`src/rtl/zigzag_input_pkg.sv`:
```
// Shared constants and types for the zigzag player-input front end:
// PS/2 scancodes, joystick/direction bit positions and the auto-coin state enum.
package zigzag_input_pkg;

  typedef enum logic [2:0] {StIdle, StCoin, StGap, StStart, StHold} seq_state_e;

  // Arrow keys are matched on the low byte only, so both plain and extended codes hit.
  localparam logic [7:0] ScArrowUp    = 8'h75;
  localparam logic [7:0] ScArrowDown  = 8'h72;
  localparam logic [7:0] ScArrowLeft  = 8'h6B;
  localparam logic [7:0] ScArrowRight = 8'h74;

  localparam logic [8:0] ScSpace   = 9'h029;
  localparam logic [8:0] ScCtrl    = 9'h014;
  localparam logic [8:0] ScF1      = 9'h005;
  localparam logic [8:0] ScF2      = 9'h006;
  localparam logic [8:0] ScKey1    = 9'h016;
  localparam logic [8:0] ScKey2    = 9'h01E;
  localparam logic [8:0] ScKey5    = 9'h02E;
  localparam logic [8:0] ScKey6    = 9'h036;
  localparam logic [8:0] ScP2Up    = 9'h02D;
  localparam logic [8:0] ScP2Down  = 9'h02B;
  localparam logic [8:0] ScP2Left  = 9'h023;
  localparam logic [8:0] ScP2Right = 9'h034;
  localparam logic [8:0] ScP2Fire  = 9'h01C;
  localparam logic [8:0] ScTest    = 9'h02C;

  // Bit positions inside the {up,down,left,right} direction nibble.
  localparam int unsigned DirUp    = 3;
  localparam int unsigned DirDown  = 2;
  localparam int unsigned DirLeft  = 1;
  localparam int unsigned DirRight = 0;

  localparam int unsigned JoyR      = 0;
  localparam int unsigned JoyL      = 1;
  localparam int unsigned JoyD      = 2;
  localparam int unsigned JoyU      = 3;
  localparam int unsigned JoyFire   = 4;
  localparam int unsigned JoyStart1 = 5;
  localparam int unsigned JoyStart2 = 6;

  typedef struct packed {
    logic up;
    logic down;
    logic left;
    logic right;
    logic fire;
    logic f1;
    logic f2;
    logic k1;
    logic k2;
    logic k5;
    logic k6;
    logic p2_up;
    logic p2_down;
    logic p2_left;
    logic p2_right;
    logic p2_fire;
    logic test;
  } keys_t;

  // Horizontal cabinet remap: up<-left, down<-right, left<-down, right<-up.
  function automatic logic [3:0] rotate_dir(logic [3:0] d, logic rot);
    return rot ? {d[DirLeft], d[DirRight], d[DirDown], d[DirUp]} : d;
  endfunction

endpackage

```
`src/rtl/zigzag_autocoin_seq.sv`:
```
// Auto-coin sequencer: a start press becomes coin pulse, idle gap, then start pulse.
// Coin keys run only the coin phase. Outputs reflect the next state for the top to register.
module zigzag_autocoin_seq
  import zigzag_input_pkg::*;
#(
  parameter int unsigned COIN_CYCLES  = 1200000,
  parameter int unsigned GAP_CYCLES   = 120000,
  parameter int unsigned START_CYCLES = 1200000,
  parameter int unsigned CNT_W        = 21
) (
  input  logic clk_i,
  input  logic rst_i,
  input  logic start1_req_i,
  input  logic start2_req_i,
  input  logic coin_req_i,
  output logic coin_o,
  output logic start1_o,
  output logic start2_o
);

  localparam logic [CNT_W-1:0] CoinLoad  = CNT_W'(COIN_CYCLES - 1);
  localparam logic [CNT_W-1:0] GapLoad   = CNT_W'(GAP_CYCLES - 1);
  localparam logic [CNT_W-1:0] StartLoad = CNT_W'(START_CYCLES - 1);

  seq_state_e       state_q, state_d;
  logic [CNT_W-1:0] timer_q, timer_d;
  logic             sel2_q, sel2_d;
  logic             coin_only_q, coin_only_d;
  logic             start_prev_q, coin_prev_q;
  logic             start_any, start_rise, coin_rise;

  assign start_any  = start1_req_i | start2_req_i;
  assign start_rise = start_any & ~start_prev_q;
  assign coin_rise  = coin_req_i & ~coin_prev_q;

  always_ff @(posedge clk_i) begin
    if (rst_i) begin
      state_q      <= StIdle;
      timer_q      <= '0;
      sel2_q       <= 1'b0;
      coin_only_q  <= 1'b0;
      start_prev_q <= 1'b0;
      coin_prev_q  <= 1'b0;
    end else begin
      state_q      <= state_d;
      timer_q      <= timer_d;
      sel2_q       <= sel2_d;
      coin_only_q  <= coin_only_d;
      start_prev_q <= start_any;
      coin_prev_q  <= coin_req_i;
    end
  end

  always_comb begin
    state_d     = state_q;
    timer_d     = (timer_q != '0) ? timer_q - 1'b1 : '0;
    sel2_d      = sel2_q;
    coin_only_d = coin_only_q;
    case (state_q)
      StIdle: begin
        // A joystick start outranks a coin key arriving in the same cycle.
        if (start_rise) begin
          state_d     = StCoin;
          timer_d     = CoinLoad;
          sel2_d      = ~start1_req_i;
          coin_only_d = 1'b0;
        end else if (coin_rise) begin
          state_d     = StCoin;
          timer_d     = CoinLoad;
          coin_only_d = 1'b1;
        end
      end
      StCoin: begin
        if (timer_q == '0) begin
          if (coin_only_q) begin
            state_d = StIdle;
          end else begin
            state_d = StGap;
            timer_d = GapLoad;
          end
        end
      end
      StGap: begin
        if (timer_q == '0) begin
          state_d = StStart;
          timer_d = StartLoad;
        end
      end
      StStart: begin
        if (timer_q == '0) state_d = StHold;
      end
      StHold: begin
        if (!start_any) state_d = StIdle;
      end
      default: state_d = StIdle;
    endcase
  end

  always_comb begin
    coin_o   = (state_d == StCoin);
    start1_o = (state_d == StStart) & ~sel2_d;
    start2_o = (state_d == StStart) & sel2_d;
  end

endmodule

```
`src/rtl/zigzag_input_ctrl.sv`:
```
// Player-input front end for the galaxian core: PS/2 key latches, joystick merge,
// orientation remap and auto-coin pulses, all presented on registered outputs.
module zigzag_input_ctrl
  import zigzag_input_pkg::*;
#(
  parameter int unsigned COIN_CYCLES  = 1200000,
  parameter int unsigned GAP_CYCLES   = 120000,
  parameter int unsigned START_CYCLES = 1200000,
  parameter int unsigned CNT_W        = 21
) (
  input  logic        clk_sys,
  input  logic        reset,
  input  logic [10:0] ps2_key,
  input  logic [15:0] joystick_0,
  input  logic [15:0] joystick_1,
  input  logic        rotate,
  output logic [3:0]  p1_dir,
  output logic        p1_fire,
  output logic [3:0]  p2_dir,
  output logic        p2_fire,
  output logic        start1,
  output logic        start2,
  output logic        coin1,
  output logic        test
);

  logic        tog_q;
  keys_t       keys_q, keys_d;
  logic [15:0] joy;
  logic [3:0]  p1_raw, p2_raw;
  logic [3:0]  p1_dir_q, p2_dir_q;
  logic        p1_fire_q, p2_fire_q, start1_q, start2_q, coin1_q, test_q;
  logic        seq_coin, seq_start1, seq_start2;
  logic        unused_joy;

  assign joy        = joystick_0 | joystick_1;
  assign unused_joy = ^joy[15:7];

  // Key latches; outputs are built from keys_d so a key event shows up one cycle later.
  always_comb begin
    keys_d = keys_q;
    if (ps2_key[10] != tog_q) begin
      case (ps2_key[7:0])
        ScArrowUp:    keys_d.up    = ps2_key[9];
        ScArrowDown:  keys_d.down  = ps2_key[9];
        ScArrowLeft:  keys_d.left  = ps2_key[9];
        ScArrowRight: keys_d.right = ps2_key[9];
        default: begin
          case (ps2_key[8:0])
            ScSpace, ScCtrl: keys_d.fire     = ps2_key[9];
            ScF1:            keys_d.f1       = ps2_key[9];
            ScF2:            keys_d.f2       = ps2_key[9];
            ScKey1:          keys_d.k1       = ps2_key[9];
            ScKey2:          keys_d.k2       = ps2_key[9];
            ScKey5:          keys_d.k5       = ps2_key[9];
            ScKey6:          keys_d.k6       = ps2_key[9];
            ScP2Up:          keys_d.p2_up    = ps2_key[9];
            ScP2Down:        keys_d.p2_down  = ps2_key[9];
            ScP2Left:        keys_d.p2_left  = ps2_key[9];
            ScP2Right:       keys_d.p2_right = ps2_key[9];
            ScP2Fire:        keys_d.p2_fire  = ps2_key[9];
            ScTest:          keys_d.test     = ps2_key[9];
            default: ;
          endcase
        end
      endcase
    end
  end

  always_comb begin
    p1_raw = {keys_d.up | joy[JoyU], keys_d.down | joy[JoyD],
              keys_d.left | joy[JoyL], keys_d.right | joy[JoyR]};
    p2_raw = {keys_d.p2_up | joy[JoyU], keys_d.p2_down | joy[JoyD],
              keys_d.p2_left | joy[JoyL], keys_d.p2_right | joy[JoyR]};
  end

  zigzag_autocoin_seq #(
    .COIN_CYCLES  (COIN_CYCLES),
    .GAP_CYCLES   (GAP_CYCLES),
    .START_CYCLES (START_CYCLES),
    .CNT_W        (CNT_W)
  ) u_seq (
    .clk_i        (clk_sys),
    .rst_i        (reset),
    .start1_req_i (joy[JoyStart1] | keys_d.f1),
    .start2_req_i (joy[JoyStart2] | keys_d.f2),
    .coin_req_i   (keys_d.k5 | keys_d.k6),
    .coin_o       (seq_coin),
    .start1_o     (seq_start1),
    .start2_o     (seq_start2)
  );

  always_ff @(posedge clk_sys) begin
    if (reset) begin
      tog_q     <= ps2_key[10];
      keys_q    <= '0;
      p1_dir_q  <= '0;
      p2_dir_q  <= '0;
      p1_fire_q <= 1'b0;
      p2_fire_q <= 1'b0;
      start1_q  <= 1'b0;
      start2_q  <= 1'b0;
      coin1_q   <= 1'b0;
      test_q    <= 1'b0;
    end else begin
      tog_q     <= ps2_key[10];
      keys_q    <= keys_d;
      p1_dir_q  <= rotate_dir(p1_raw, rotate);
      p2_dir_q  <= rotate_dir(p2_raw, rotate);
      p1_fire_q <= keys_d.fire | joy[JoyFire];
      p2_fire_q <= keys_d.p2_fire | joy[JoyFire];
      start1_q  <= seq_start1 | keys_d.k1;
      start2_q  <= seq_start2 | keys_d.k2;
      coin1_q   <= seq_coin;
      test_q    <= keys_d.test;
    end
  end

  assign p1_dir  = p1_dir_q;
  assign p2_dir  = p2_dir_q;
  assign p1_fire = p1_fire_q;
  assign p2_fire = p2_fire_q;
  assign start1  = start1_q;
  assign start2  = start2_q;
  assign coin1   = coin1_q;
  assign test    = test_q;

endmodule

```
`config.mk`:
```
export PLATFORM = sky130hd
export DESIGN_NAME = zigzag_input_ctrl
export DESIGN_NICKNAME = d
export VERILOG_FILES = /design/src/rtl/zigzag_input_pkg.sv /design/src/rtl/zigzag_autocoin_seq.sv /design/src/rtl/zigzag_input_ctrl.sv
export SDC_FILE = /design/constraint.sdc
export NUM_CORES = 1
export LEC_CHECK = 0
export ABC_AREA = 1
export BUFFER_PORTS_ARGS = -buffer_cell sky130_fd_sc_hd__buf_2
export CORE_AREA = 4 4 82 84
export CTS_BUF_LIST = sky130_fd_sc_hd__clkbuf_16
export DETAILED_ROUTE_END_ITERATION = 16
export DIE_AREA = 0 0 86 88
export PLACE_DENSITY = 0.87
export SYNTH_ARGS = -nofsm -noshare
export SYNTH_HDL_FRONTEND = slang
export SYNTH_HIERARCHICAL = 1
export SYNTH_SLANG_ARGS = --single-unit
```
`constraint.sdc`:
```
create_clock -name clk_sys -period 2.65 [get_ports clk_sys]
set_input_delay 0.795 -clock clk_sys [delete_from_list [all_inputs] [get_ports clk_sys]]
set_output_delay 0.795 -clock clk_sys [all_outputs]
set_load 0.02 [all_outputs]
```
### Word-level counts from Yosys, hierarchy flattened

Cells that the tools add are included.

| word-level totals | value |
|---|---|
| bits in registers | 59 |
| input port bits | 46 |
| output and inout port bits | 14 |
| logic and storage cells | 131 |

| cells by class | value |
|---|---|
| $add $sub $neg | 1 |
| equality and inequality tests | 25 |
| muxes and demuxes | 40 |
| bitwise operators | 26 |
| reduce and logical (&&, ||, !) cells | 8 |

Operators by type and width:

| cell | count |
|---|---|
| 21-bit 2-to-1 mux | 6 |
| 9-bit by 6-bit == test with 1-bit output (second input constant) | 8 |
| 21-bit one-hot mux with 3 select lines | 1 |
| 9-bit by 5-bit == test with 1-bit output (second input constant) | 4 |
| 8-bit by 7-bit == test with 1-bit output (second input constant) | 4 |
| 21-bit logical NOT | 1 |
| 1-bit 2-to-1 mux | 21 |
| 21-bit nonzero test | 1 |
| 21-bit by 1-bit subtractor with 21-bit output (second input constant) | 1 |
| 9-bit by 3-bit == test with 1-bit output (second input constant) | 2 |
| 3-bit 2-to-1 mux | 6 |
| 17-bit 2-to-1 mux | 1 |
| 1-bit bitwise OR | 16 |
| 3-bit one-hot mux with 5 select lines | 1 |
| 13-bit 2-to-1 mux | 1 |
| 3-bit by 2-bit == test with 1-bit output (second input constant) | 3 |
| 4-bit 2-to-1 mux | 2 |
| 7-bit bitwise OR | 1 |
| 3-bit by 1-bit == test with 1-bit output (second input constant) | 2 |
| 1-bit inverter | 5 |
| 1-bit AND | 4 |
| 4-bit OR reduction | 1 |
| 3-bit == test (second input constant) | 1 |
| 3-bit logical NOT | 1 |
| 6 further kinds | 6 |

### Logic depth before layout (Yosys ltp)

| depth | value |
|---|---|
| word-level depth | 13 |
| depth in mapped cells | 18 |
| gate-level depth less buffers | 18 |

### Modules after synthesis

Netlist, hierarchy kept.

By module, submodules not included:

| module | times used | cells each | area an instance (um^2) | seq. area each (um^2) |
|---|---|---|---|---|
| zigzag_autocoin_seq | 1 | 260 | 1,700.4 | 560.5 |
| zigzag_input_ctrl | 1 | 234 | 1,552.7 | 620.6 |

### Least setup slack after synthesis

No wires, ideal clock.

| path | value |
|---|---|
| kind | input to register |
| start point | input port ps2_key[1] |
| end point | register start1_q, in the netlist start1 |
| library setup time | 0.074 ns |
| arrival | 2.434 ns |
| data required time | 2.576 ns |
| setup slack | 0.141 ns |
| stages | 15 |
| buffers on the path | 1 |
| path through | buf_4 nor2_2 nand2_1 nor3_1 nand2_1 o21ai_0 nand2_1 o21bai_1 nor2_1 or2_2 o21ai_0 inv_1 nor2_1 nand2_1 o21ai_0 |

| on the way | value |
|---|---|
| longest elaborated chain between the ends | 12 |
| elaborated cells on any way between the ends | 34 |
| those cells by class | eq/ne (10); mux (13); bitwise (10); reduce/logical (1) |

RTL lines:

| what | RTL line | RTL |
|---|---|---|
| start, declared | zigzag_input_ctrl.sv:13 | `input logic [10:0] ps2_key,` |
| 8-bit by 7-bit == test with 1-bit output (tied with other cells) | zigzag_input_ctrl.sv:43 | `case (ps2_key[7:0])` |
| 4-bit OR reduction (no line) / 1-bit 2-to-1 mux (equally long branches) | - |  |
| 13-bit 2-to-1 mux * | zigzag_input_ctrl.sv:43 |  |
| 17-bit 2-to-1 mux * | zigzag_input_ctrl.sv:42 | `if (ps2_key[10] != tog_q) begin` |
| 1-bit bitwise OR, on equally long branches | zigzag_input_ctrl.sv:87, zigzag_input_ctrl.sv:85, zigzag_input_ctrl.sv:86 |  |
| 1-bit AND / 1-bit bitwise OR (equally long branches) | zigzag_autocoin_seq.sv:34, zigzag_autocoin_seq.sv:32 |  |
| 3-bit 2-to-1 mux / 1-bit AND (equally long branches) | zigzag_autocoin_seq.sv:67, zigzag_autocoin_seq.sv:33 |  |
| 3-bit 2-to-1 mux / 1-bit 2-to-1 mux (equally long branches) | zigzag_autocoin_seq.sv:62 | `if (start_rise) begin` |
| 3-bit one-hot mux with 5 select lines / 1-bit 2-to-1 mux (equally long branches) | zigzag_autocoin_seq.sv:59 | `case (state_q)` |
| 3-bit by 2-bit == test with 1-bit output / 1-bit inverter (equally long branches) | zigzag_autocoin_seq.sv:101 | `start1_o = (state_d == StStart) & ~sel2_d;` |
| 1-bit AND * | zigzag_autocoin_seq.sv:101 |  |
| net seq_start1 | zigzag_input_ctrl.sv:33 | `logic seq_coin, seq_start1, seq_start2;` |
| 1-bit bitwise OR * | zigzag_input_ctrl.sv:112 | `start1_q <= seq_start1 \| keys_d.k1;` |
| end signal, assigned | zigzag_input_ctrl.sv:112 |  |
| end, declared | zigzag_input_ctrl.sv:32 | `logic p1_fire_q, p2_fire_q, start1_q, start2_q, coin1_q, test_q;` |

The timed path passes the listed nets; every way through them passes the cells marked *. The select of a mux whose other input is x is not followed.
A chain may end at the register's enable or synchronous reset.

### Worst setup path in the final report

| path | value |
|---|---|
| start point | input port ps2_key[7] |
| end point | register u_seq.timer_q[2] |

| on the way | value |
|---|---|
| longest elaborated chain between the ends | 9 |
| elaborated cells on any way between the ends | 24 |
| those cells by class | eq/ne (8); mux (9); bitwise (6); reduce/logical (1) |

RTL lines:

| what | RTL line | RTL |
|---|---|---|
| 8-bit by 7-bit == test with 1-bit output (tied with other cells) | zigzag_input_ctrl.sv:43 |  |
| 4-bit OR reduction (no line) / 1-bit 2-to-1 mux (equally long branches) | - |  |
| 13-bit 2-to-1 mux * | zigzag_input_ctrl.sv:43 |  |
| 17-bit 2-to-1 mux * | zigzag_input_ctrl.sv:42 |  |
| 1-bit bitwise OR, on equally long branches | zigzag_input_ctrl.sv:87, zigzag_input_ctrl.sv:85, zigzag_input_ctrl.sv:86 |  |
| 1-bit AND / 1-bit bitwise OR (equally long branches) | zigzag_autocoin_seq.sv:34, zigzag_autocoin_seq.sv:32 |  |
| 21-bit 2-to-1 mux / 1-bit AND (equally long branches) | zigzag_autocoin_seq.sv:67, zigzag_autocoin_seq.sv:33 |  |
| 21-bit 2-to-1 mux * | zigzag_autocoin_seq.sv:62 |  |
| 21-bit one-hot mux with 3 select lines * | zigzag_autocoin_seq.sv:59 |  |
| end signal, assigned | zigzag_autocoin_seq.sv:46 | `timer_q <= timer_d;` |
| end, declared | zigzag_autocoin_seq.sv:26 | `logic [CNT_W-1:0] timer_q, timer_d;` |

Every way passes the cells marked *; elsewhere a longest branch is shown, timed or not. The select of a mux whose other input is x is not followed.

==> results by stage <==
Status:
- The flow ran to the end, and the final reports show no timing, DRC or antenna violations.

Global route:
- The initial antenna violation count came to 0.
- Entering global routing, the biggest net connects 18 pins.
- In this run the most used layer during global routing was met2.
- The met3 track demand over resource in global routing is 5.17%.
- For this run, global-route usage on met1 was measured as 26.0%.
- Global routing used 22.8% of the available tracks across all layers.
- The routing usage on met2 is 40.1%.
- The first global-routing pass estimated 13600 µm of wire.
- The via count of the first global-routing pass is 3164.
- Global routing finished with a remaining overflow of 0.

Setup path:
- The total buffers and inverters traversed by the critical path is 5.
- The sort of element at the start of the critical path is an input pin.
- The largest fanout on the critical path is 6.
- On the worst path, the slowest cell contributes a delay of 220 ps.
- The worst setup path is of the in2reg kind.
- Grouping stages by cell kind, the critical path spends the most delay in simple AND/OR/NAND/NOR gates.
- Data on the critical path arrives at its endpoint at 2720 ps.
- The worst-path cell with the longest stage delay is sky130_fd_sc_hd__nor3_1.
- The worst reg-to-reg setup slack is 430 ps.
- The type of destination of the critical path is a register.
- Walking the worst path, the cells encountered are buf_2, nor2_4, buf_4, nand2_1, nor3_1, o21ai_0, nand2_1, inv_1, nor2_1, nor2_2, nor2_2, inv_2, a21boi_4, buf_12, nor2_1, nor2_1.
- The required time of the worst setup path is 2900 ps.
- The cell with the most instances on the worst path is sky130_fd_sc_hd__nor2_1.

Placed design:
- Input and output buffers added on the ports amount to 41.
- The pre-CTS worst setup slack is -179 ps.
- The congestion estimate from routability-driven global placement came to 0.924.
- The HPWL after detailed placement is 5870 µm.

Layout:
- The post-layout net count is 618.
- Counting the fill cells in the layout gives 469.
- The area used by multi-input combinational logic is 1800 µm².
- The total area of sequential cells is 1180 µm².
- The area growth from synthesis to layout is 25.2%.
- The share of cells above drive strength 1 is 24.0%.
- Leaving out fill and tap cells, the most frequent cell in the layout is sky130_fd_sc_hd__nand2_1.
- The top cell types in the final layout, fill and taps aside, are sky130_fd_sc_hd__nand2_1 (114), sky130_fd_sc_hd__nor2_1 (95), sky130_fd_sc_hd__inv_1 (63), sky130_fd_sc_hd__dfxtp_1 (59), sky130_fd_sc_hd__buf_2 (41).
- The repair_antennas step left the layout with diodes totalling 0.
- For this run, the share of the core covered by cells in the final layout is 68.8%.

Synthesis:
- The count of distinct cell types in the synthesized netlist is 34.
- The simple-gate area share of the yosys netlist is 43.7%.
- For this run, asynchronously set or reset flops after synthesis account for 0%.
- Of all cell types, the one taking the most synthesized area is sky130_fd_sc_hd__dfxtp_1.
- The share of the synthesized area in compound gates (AO/OA/AOI/OAI) is 6.38%.
- Synthesis produced 494 cells.
- The synthesized netlist devotes 3.77% of its cell area to XOR and XNOR gates.
- Synthesis inferred 59 register bits.
- By area the synthesized netlist is led by sky130_fd_sc_hd__dfxtp_1 (36%), sky130_fd_sc_hd__nand2_1 (13%), sky130_fd_sc_hd__nor2_1 (11%).
- The synthesized-area fraction occupied by adder cells is 0.769%.
- The mean instance size in the synthesized netlist is 6.59 µm².
- In the synthesized netlist the dominant register cell turns out to be sky130_fd_sc_hd__dfxtp_1.
- The number of warning messages in the yosys log is 6.
- The synthesized net count is 542.
- The share of the yosys chip area belonging to registers is 36.3%.
- Of the post-synthesis cell area, the dominant cell type holds 36.3%.
- The synthesized cell area is 3250 µm².
- The combinational family with the most area after synthesis is simple AND/OR/NAND/NOR gates.
- Counting flops with a built-in enable in the synthesized netlist gives 0.
- The post-synthesis mux area share is 0%.

STA:
- Summed over all failing endpoints, the final setup total negative slack is 0 ps.
- The max-slew violation count is 0.
- The minimum setup slack in the final design is 180 ps.
- Timing would allow up to 405 MHz.
- The final setup skew is 7.27 ps.
- The minimum clock period is 2470 ps.
- The portion of the clock cycle consumed by the worst path in the final layout is 93.2%.
- The total count of hold-check failures in the final report is 0.
- The slew at the pin closest to its max-slew limit is 367 ps.
- The relative slew slack is 75.3%.
- Setup violations remaining at the end of the flow were counted as 0.

Clocking:
- The clock tree from TritonCTS is yes.
- CTS built an H-tree with a depth of 3.
- Clock tree synthesis found a total of 59 sinks.
- The hold buffer count at CTS is 0.
- CTS placed an instance of sky130_fd_sc_hd__clkbuf_16 at the clock tree root.
- Clock latency on the worst-skew pair, taken at its later pin, is 320 ps.
- The CTS clock-pin slew for the worst setup and hold paths is 50 ps.
- The number of buffers inserted during clock tree synthesis is 9.
- The maximum root-to-sink buffer count is 2.

Pwr:
- In this run the power density over the cells is 812 nW/µm².
- The worst-case IR drop observed on VDD is 0.489 mV.
- The internal power of the cells totals 0.00212 W.
- The portion of total power attributed to sequential cells is 33.9%.
- The clock network burns 33.3% of the power.
- The leakage power summed over all cells is 2.03 nW.
- The total power consumption of the routed design is 0.00331 W.
- The power dissipated by switching net loads is 0.00119 W.
- Of the total power, combinational logic draws 32.9%.
- The switching power share of the total is 36.0%.

Routing:
- For this block, the initial DRC count from the detailed router was 208.
- The detailed-route DRC error count is 0.
- The residual antenna-violating net count after detailed routing is 0.
- The routed wire length is 8040 µm.
- For this block, the via count after detailed routing is 3329.
- The mean number of vias per cell is 5.12.
- The first detailed-routing pass took 5 iterations.
- In the final routed layout, each cell accounts on average for 12.4 µm.

Floorplan:
- In this run the count of I/O pins placed on the die edge is 60.
- From bottom edge to top edge, the die measures 88 µm.
- In this run the horizontal extent of the chip is 86 µm.
- The initial core utilization is 54.9%.
- The area of the die is 7570 µm².
- The placeable core region is 5920 µm².
- In this run the core area contains 28 standard-cell rows.

Hold path:
- The worst hold path belongs to the class reg2reg.

Run:
- Across the run, the number of max-cap violations was 0.
[state kept, by name, indices dropped and copies added (netlist names)]
signal	flops
coin1	1
keys_q	16
p1_dir	4
p1_fire	1
p2_dir	4
p2_fire	1
start1	1
start2	1
test	1
tog_q	1
u_seq/coin_only_q	1
u_seq/coin_prev_q	1
u_seq/sel2_q	1
u_seq/start_prev_q	1
u_seq/state_q	3
u_seq/timer_q	21
[through the flow]
step	hold WS (ps)	area, µm²	cells
2_1_floorplan	472	3250	494
6_report	517	4070	650
4_1_cts	517	4050	650
3_3_place_gp	494	3760	634
5_1_grt	549	4070	650
3_5_place_dp	494	3760	634
[layer usage]
metal  vias up  share of wire [%]
met5         -                  0
met2       125                 49
li1       1709                  -
met1      1470                 43
met3        25                5.9
met4         0                2.6
[power by group through the flow]
stage          Clock, W  Sequential [W]  Combinational [W]
2_1_floorplan         0         0.00113           0.000779
3_3_place_gp          0         0.00113            0.00101
3_5_place_dp          0         0.00113            0.00104
4_1_cts         0.00112         0.00112            0.00106
5_1_grt         0.00117         0.00113            0.00121
6_report        0.00110         0.00112            0.00109
[final timing paths]
check	startpoint	endpoint	cells after the start
setup reg to reg	tog_q$_DFF_P_	u_seq/timer_q[2]$_SDFF_PP0_	17
hold / removal	keys_q[9]$_SDFF_PP0_	keys_q[9]$_SDFF_PP0_	2
setup / recovery	ps2_key[7]	u_seq/timer_q[2]$_SDFF_PP0_	16
hold reg to reg	keys_q[9]$_SDFF_PP0_	keys_q[9]$_SDFF_PP0_	2
[cells in the mapped netlist (all sizes together) (2+ instances only)]
cell type	number
buf	3
a21oi	5
nand4	9
inv	69
o31ai	2
nor2	117
o21bai	2
nand3	40
xnor2	4
xor2	10
ha	2
nand2	124
nor3	12
nor4	3
and2	2
o21ai	21
clkbuf	4
dfxtp	59
[logic make-up after synthesis]
| group | count (synthesis) |
|---|---|
| buf+inv | 76 |
| compound gates | 35 |
| xor+xnor | 14 |
| simple gates | 308 |
| fa+ha+maj | 2 |
| flops | 59 |
[worst reg2reg max path, cell delays in order, from the launching register on]
cell and delay, ps:
sky130_fd_sc_hd__dfxtp_1 320, sky130_fd_sc_hd__inv_1 40, sky130_fd_sc_hd__nand2_1 100, sky130_fd_sc_hd__nand3_4 140, sky130_fd_sc_hd__nor2_2 150, sky130_fd_sc_hd__nand4_1 130, sky130_fd_sc_hd__nand2_1 110, sky130_fd_sc_hd__o21ai_2 60
sky130_fd_sc_hd__nand2_1 100, sky130_fd_sc_hd__nor2_2 50, sky130_fd_sc_hd__nor2_1 140, sky130_fd_sc_hd__nor2_2 80, sky130_fd_sc_hd__nor2_2 120, sky130_fd_sc_hd__inv_2 90, sky130_fd_sc_hd__a21boi_4 220, sky130_fd_sc_hd__buf_12 140
sky130_fd_sc_hd__nor2_1 30, sky130_fd_sc_hd__nor2_1 110
[final cells by class]
type,instances,share of cell area (%)
multi-input combinational,359,44.3
sequential,59,29.0
timing repair buffer,72,11.1
inverter,69,6.36
clock buffer,9,5.53
tap,75,2.30
clock inverter,7,1.47
[what timing repair did]
| item | 4_1_cts | 5_1_grt |
|---|---|---|
| endpoints found under the setup margin | 0 | 17 |
| resized for setup | 0 | 8 |
| buffers inserted | 0 | 0 |
(Power assumes the default switching activity.)
